**src/rtl/clz_normalize_shifter.sv**
```systemverilog
// clz_normalize_shifter
// Iterative log-step shifter driven by a leading-zero count. Mode 00/11
// shifts left (normalize), 01 shifts right logically and 10 shifts right
// arithmetically. Five stages (16,8,4,2,1) run one per cycle, so every
// request takes the same time from accept to done, whatever the count.
// WIDTH is fixed at 32; the stage table below assumes a 5-bit count.

module clz_normalize_shifter #(
    parameter int WIDTH = 32
) (
    input  logic             clk,
    input  logic             rst_n,
    input  logic             start,
    input  logic [1:0]       mode,
    input  logic [WIDTH-1:0] data_in,
    input  logic [5:0]       shamt,
    output logic             busy,
    output logic             done,
    output logic [WIDTH-1:0] data_out,
    output logic             sat
);

    typedef enum logic [1:0] {
        IDLE  = 2'd0,
        SHIFT = 2'd1,
        DONE  = 2'd2
    } state_t;

    state_t           state;
    logic [2:0]       k;        // current stage index, 0..4
    logic [WIDTH-1:0] work;     // working operand
    logic [4:0]       cnt;      // captured count (low five bits)
    logic             left_r;   // 1: shift left, 0: shift right
    logic             fill_r;   // bit shifted into vacated positions
    logic             sat_r;    // captured count was 32 or more

    logic             left_in;
    logic             fill_in;

    logic [4:0]         stage_amt;
    logic               stage_en;
    logic [2*WIDTH-1:0] right_ext;
    logic [WIDTH-1:0]   left_val;
    logic [WIDTH-1:0]   right_val;
    logic [WIDTH-1:0]   stage_out;

    // Decode direction and fill bit for a request presented on the inputs
    always_comb begin
        left_in = (mode == 2'b00) || (mode == 2'b11);
        fill_in = (mode == 2'b10) && data_in[WIDTH-1];
    end

    // Select the stage distance and whether the count enables it
    always_comb begin
        stage_amt = 5'd1;
        stage_en  = 1'b0;
        case (k)
            3'd0: begin stage_amt = 5'd16; stage_en = cnt[4]; end
            3'd1: begin stage_amt = 5'd8;  stage_en = cnt[3]; end
            3'd2: begin stage_amt = 5'd4;  stage_en = cnt[2]; end
            3'd3: begin stage_amt = 5'd2;  stage_en = cnt[1]; end
            default: begin stage_amt = 5'd1; stage_en = cnt[0]; end
        endcase
    end

    // One shift stage: right shifts pull the fill bit in from a
    // double-width extension, left shifts always vacate with zeros
    always_comb begin
        right_ext = {{WIDTH{fill_r}}, work} >> stage_amt;
        right_val = right_ext[WIDTH-1:0];
        left_val  = work << stage_amt;
        if (sat_r) begin
            // a saturated count leaves nothing but fill; forcing it on every
            // stage is the same as loading it once at stage 0 and holding
            stage_out = {WIDTH{fill_r}};
        end else if (!stage_en) begin
            stage_out = work;
        end else if (left_r) begin
            stage_out = left_val;
        end else begin
            stage_out = right_val;
        end
    end

    // Control FSM with registered busy/done/result outputs
    always_ff @(posedge clk) begin
        if (!rst_n) begin
            state    <= IDLE;
            k        <= '0;
            work     <= '0;
            cnt      <= '0;
            left_r   <= 1'b0;
            fill_r   <= 1'b0;
            sat_r    <= 1'b0;
            busy     <= 1'b0;
            done     <= 1'b0;
            data_out <= '0;
            sat      <= 1'b0;
        end else begin
            done <= 1'b0;
            case (state)
                IDLE, DONE: begin
                    if (start) begin
                        work   <= data_in;
                        cnt    <= shamt[4:0];
                        left_r <= left_in;
                        fill_r <= fill_in;
                        sat_r  <= shamt[5];
                        k      <= '0;
                        busy   <= 1'b1;
                        state  <= SHIFT;
                    end else begin
                        state <= IDLE;
                    end
                end
                SHIFT: begin
                    work <= stage_out;
                    if (k == 3'd4) begin
                        data_out <= stage_out;
                        sat      <= sat_r;
                        busy     <= 1'b0;
                        done     <= 1'b1;
                        state    <= DONE;
                    end else begin
                        k <= k + 3'd1;
                    end
                end
                default: begin
                    busy  <= 1'b0;
                    state <= IDLE;
                end
            endcase
        end
    end

endmodule

```
**config.mk**
```make
export PLATFORM = sky130hd
export DESIGN_NAME = clz_normalize_shifter
export DESIGN_NICKNAME = d
export VERILOG_FILES = /design/src/rtl/clz_normalize_shifter.sv
export SDC_FILE = /design/constraint.sdc
export NUM_CORES = 1
export LEC_CHECK = 0
export ABC_AREA = 1
export BUFFER_PORTS_ARGS = -buffer_cell sky130_fd_sc_hd__buf_2
export CAP_MARGIN = 20
export CORE_ASPECT_RATIO = 0.75
export CORE_MARGIN = 1
export CORE_UTILIZATION = 40
export CTS_BUF_LIST = sky130_fd_sc_hd__clkbuf_16
export CTS_CLUSTER_DIAMETER = 30
export CTS_CLUSTER_SIZE = 10
export DETAILED_ROUTE_END_ITERATION = 8
export SYNTH_ARGS = -nofsm -noshare
export SYNTH_HDL_FRONTEND = slang
export SYNTH_SLANG_ARGS = --single-unit
```
**constraint.sdc**
```tcl
create_clock -name clk -period 3.23 [get_ports clk]
set_clock_uncertainty 0.1 [all_clocks]
set_input_delay 0.646 -clock clk [delete_from_list [all_inputs] [get_ports clk]]
set_output_delay 0.646 -clock clk [all_outputs]
set_load 0.02 [all_outputs]
```
==> impl_metrics.toml <==
[clock_network]
cts_buffers = 9
clk_pin_slew_ps = 70
clock_latency_ps = 350
cts_max_path_buffers = 2
hold_buffers = 0
clock_sinks = 80
htree_levels = 3
cts_tree = "built"
ctsResizeCount = 0
clock-root-buffer = "clkbuf_16"
post-cts-setup-buffer-count = 0

[min_path]
holdPathStages = 2
hold_class = "flip-flop to flip-flop"
min_from = "data_out[6]$_SDFFE_PN0P_"
min_to = "data_out[6]$_SDFFE_PN0P_"

[synth]
synth_commonest_cells = "nand2_1 (514), nand3_1 (297), dfxtp_1 (80), inv_1 (75), a21oi_1 (72)"
synth_seq_cells = 80
yosys_warnings = 0
synth_flop_cell = "dfxtp_1"
synthCells = 1300
synthSimpleGateAreaFrac = 0.538
synth_top_area_frac = 0.270
synth_top_family_by_area = "simple AND/OR/NAND/NOR gates"
synth_compound_area_frac = 0.123
ys_seq_area_frac = 0.224
synth_area_um2 = 7150
synth-adder-area-share = 0.0105
yosysUniqueCellTypes = 33
synth_area_per_cell_um2 = 5.50
synth_nets = 1349
synth.largest_area_cell = "nand2_1"
synth_xor_area_frac = 0
synth-async-reset-ratio = 0
yosysMostFrequentCell = "nand2_1"
muxShareOfSynthArea = 0
synth_edf_count = 0
netlist_top_cells_area = "nand2_1 (27%), dfxtp_1 (22%), nand3_1 (21%), a21oi_1 (5.0%), inv_1 (3.9%)"

[worst_setup_path]
required_ps = 3370
reg2reg_from = "k[0]$_SDFFE_PN0P_"
slowest_stage = "dfxtp_1"
rrSetupSlack_ps = 260
path_buf_inv = 1
max_stage_delay_ps = 360
arrival_ps = 3110
worstPathCellList = "inv_1 > ha_1 > o21ai_4 > nand2_4 > nand2_1 > nand3_1 > nand3_1 > nand3_1 > nand3_1 > nand3_1 > nand3_1 > nand2_1 > nand2_1 > nand2_1 > nand2_1 > nand2_1"
crit_family = "simple AND/OR/NAND/NOR gates"
critPathLaunchType = "flip-flop"
crit_fanout = 33
rr_worst_depth = 16
reg2reg_to = "data_out[30]$_SDFFE_PN0P_"
crit_type = "flip-flop to flip-flop"
endpoint_kind = "flip-flop"

[run_status]
status = "completed"

[power_and_ir_drop]
p_sw_uw = 1710
p_clk_frac = 0.274
ir_drop_uv = 259
power_leakage_uw = 0.00418
pwr-share-seq = 0.292
switching_share = 0.444
power.density_nw_per_um2 = 481
p_comb_frac = 0.434
power_uw = 3870
intPower_uw = 2150

[timing]
rsz0062_at_grt = "yes"
timing.hold.ws_ps = 367
slew_violations = 0
fmax_mhz = 336
fin_ws_ps = 257
final-hold-violation-count = 0
slew_headroom = 0.411
timing.final.crit_period_ps = 2970
worstMarginPinSlew_ps = 880
setup_viol = 0
final.period_utilization = 0.920

[die]
ioPinCount = 78
row_count = 41
die-area_um2 = 18400
die_h_um = 118
die-width_um = 156
design.core.area_um2 = 17100
initial_core_util = 0.418

[routing]
dr.pass1.iters = 6
top_layer_used = "met4"
wl_per_cell_um = 18.4
drt-met1-wl_um = 13300
vias = 8944
wl_met2_um = 12400
totalWireLength_um = 29100
vias_per_cell = 5.67
drc = 0
detail-route-antenna-nets = 0
drt_iter0_drc = 1113
route.met3.wl_um = 2860

[layout]
fin_cells = 1578
diodes = 0
fin_area_um2 = 8030
fillerInstances = 1939
drive_gt1_frac = 0.126
area_delta_synth_final_pct = 12.2
nNetsFinal = 1386

[grt]
overflow = 0
grt_antenna_before_repair = 0
grt_pass1_vias = 7877
grt_start_max_net_pins = 56
grt_pass1_wl_um = 45600
gr-usage-all-layers = 0.318

[place]
port_buffers = 77
dp_cells = 1562
gp_congestion = 0.996
dp_hpwl_um = 21500
placed_area_um2 = 7720
place_ws_ps = 293

[flow_run]
drv_cap = 0
-- cells in the final DEF, fill, tap and decap left out, drive strengths merged, types with 2 or more instances in the layout --
cell type | netlist | final
nand4 | 8 | 8
dfxtp | 80 | 80
clkbuf | 43 | 9
a211oi | 2 | 2
clkinv | 1 | 4
o211ai | 7 | 7
a31oi | 13 | 13
o21ai | 60 | 60
a21oi | 74 | 74
buf | 47 | 116
nor2 | 43 | 43
ha | 6 | 6
inv | 79 | 81
nand2 | 529 | 529
nand3 | 306 | 306
-- kinds of logic (layout without fill, tap and decap cells) --
group / after synthesis / after routing
buffers and inverters: 170 / 212
adder cells (fa/ha/maj): 6 / 6
flip-flops: 80 / 80
AND/OR/NAND/NOR: 886 / 886
AO/OA/AOI/OAI: 158 / 158
-- area by class of cell --
type	instances	area [um^2]	share of cell area
multi-input cells	1050	4820	0.600
flip-flops and latches	80	1600	0.199
repair buffers	116	703	0.0876
inverters	80	305	0.0380
well taps	236	295	0.0368
clock buffers	9	225	0.0281
clock inverters	7	78.8	0.00982
-- state kept, by name (all words and copies together) (netlist names) --
register,flops
busy,1
cnt,5
data_out,32
done,1
fill_r,1
k,3
left_r,1
sat,1
sat_r,1
state,2
work,32
-- routing by layer --
layer  GRT usage  vias up
li1            -     4347
met1       0.472     4077
met2       0.474      481
met3      0.0578       39
met4      0.0625        0
met5           0        -
-- worst max path at each step --
| stage | endpoint | depth (start not counted) | start |
|---|---|---|---|
| 2_1_floorplan | work[19]$_SDFFE_PN0P_ | 17 | k[0]$_SDFFE_PN0P_ |
| 3_3_place_gp | work[25]$_SDFFE_PN0P_ | 20 | k[1]$_SDFFE_PN0P_ |
| 4_1_cts | work[25]$_SDFFE_PN0P_ | 20 | k[0]$_SDFFE_PN0P_ |
| 5_1_grt | work[11]$_SDFFE_PN0P_ | 18 | k[0]$_SDFFE_PN0P_ |
| 3_5_place_dp | work[25]$_SDFFE_PN0P_ | 20 | k[0]$_SDFFE_PN0P_ |
| 6_report | data_out[30]$_SDFFE_PN0P_ | 16 | k[0]$_SDFFE_PN0P_ |
-- metrics by stage --
stage               utilization  setup TNS (ps)
floorplan                     -               0
global placement          0.451               0
detailed placement        0.451               0
CTS                       0.468               0
global route              0.469           -4.08
finish                    0.469               0
-- worst min-delay path, delay by kind of cell, from the launching register on --
kind | cells | cell delay, ps
flops | 1 | 310
simple gates | 2 | 120
-- power groups by stage --
stage / logic [uW] / registers [uW] / clock network [uW]
global placement: 1620 / 1150 / 0
detailed placement: 1620 / 1150 / 0
global route: 1850 / 1130 / 1100
floorplan: 1170 / 1130 / 0
finish: 1680 / 1130 / 1060
CTS: 1630 / 1130 / 1060
Note: power is estimated with default switching activity, not from simulation.
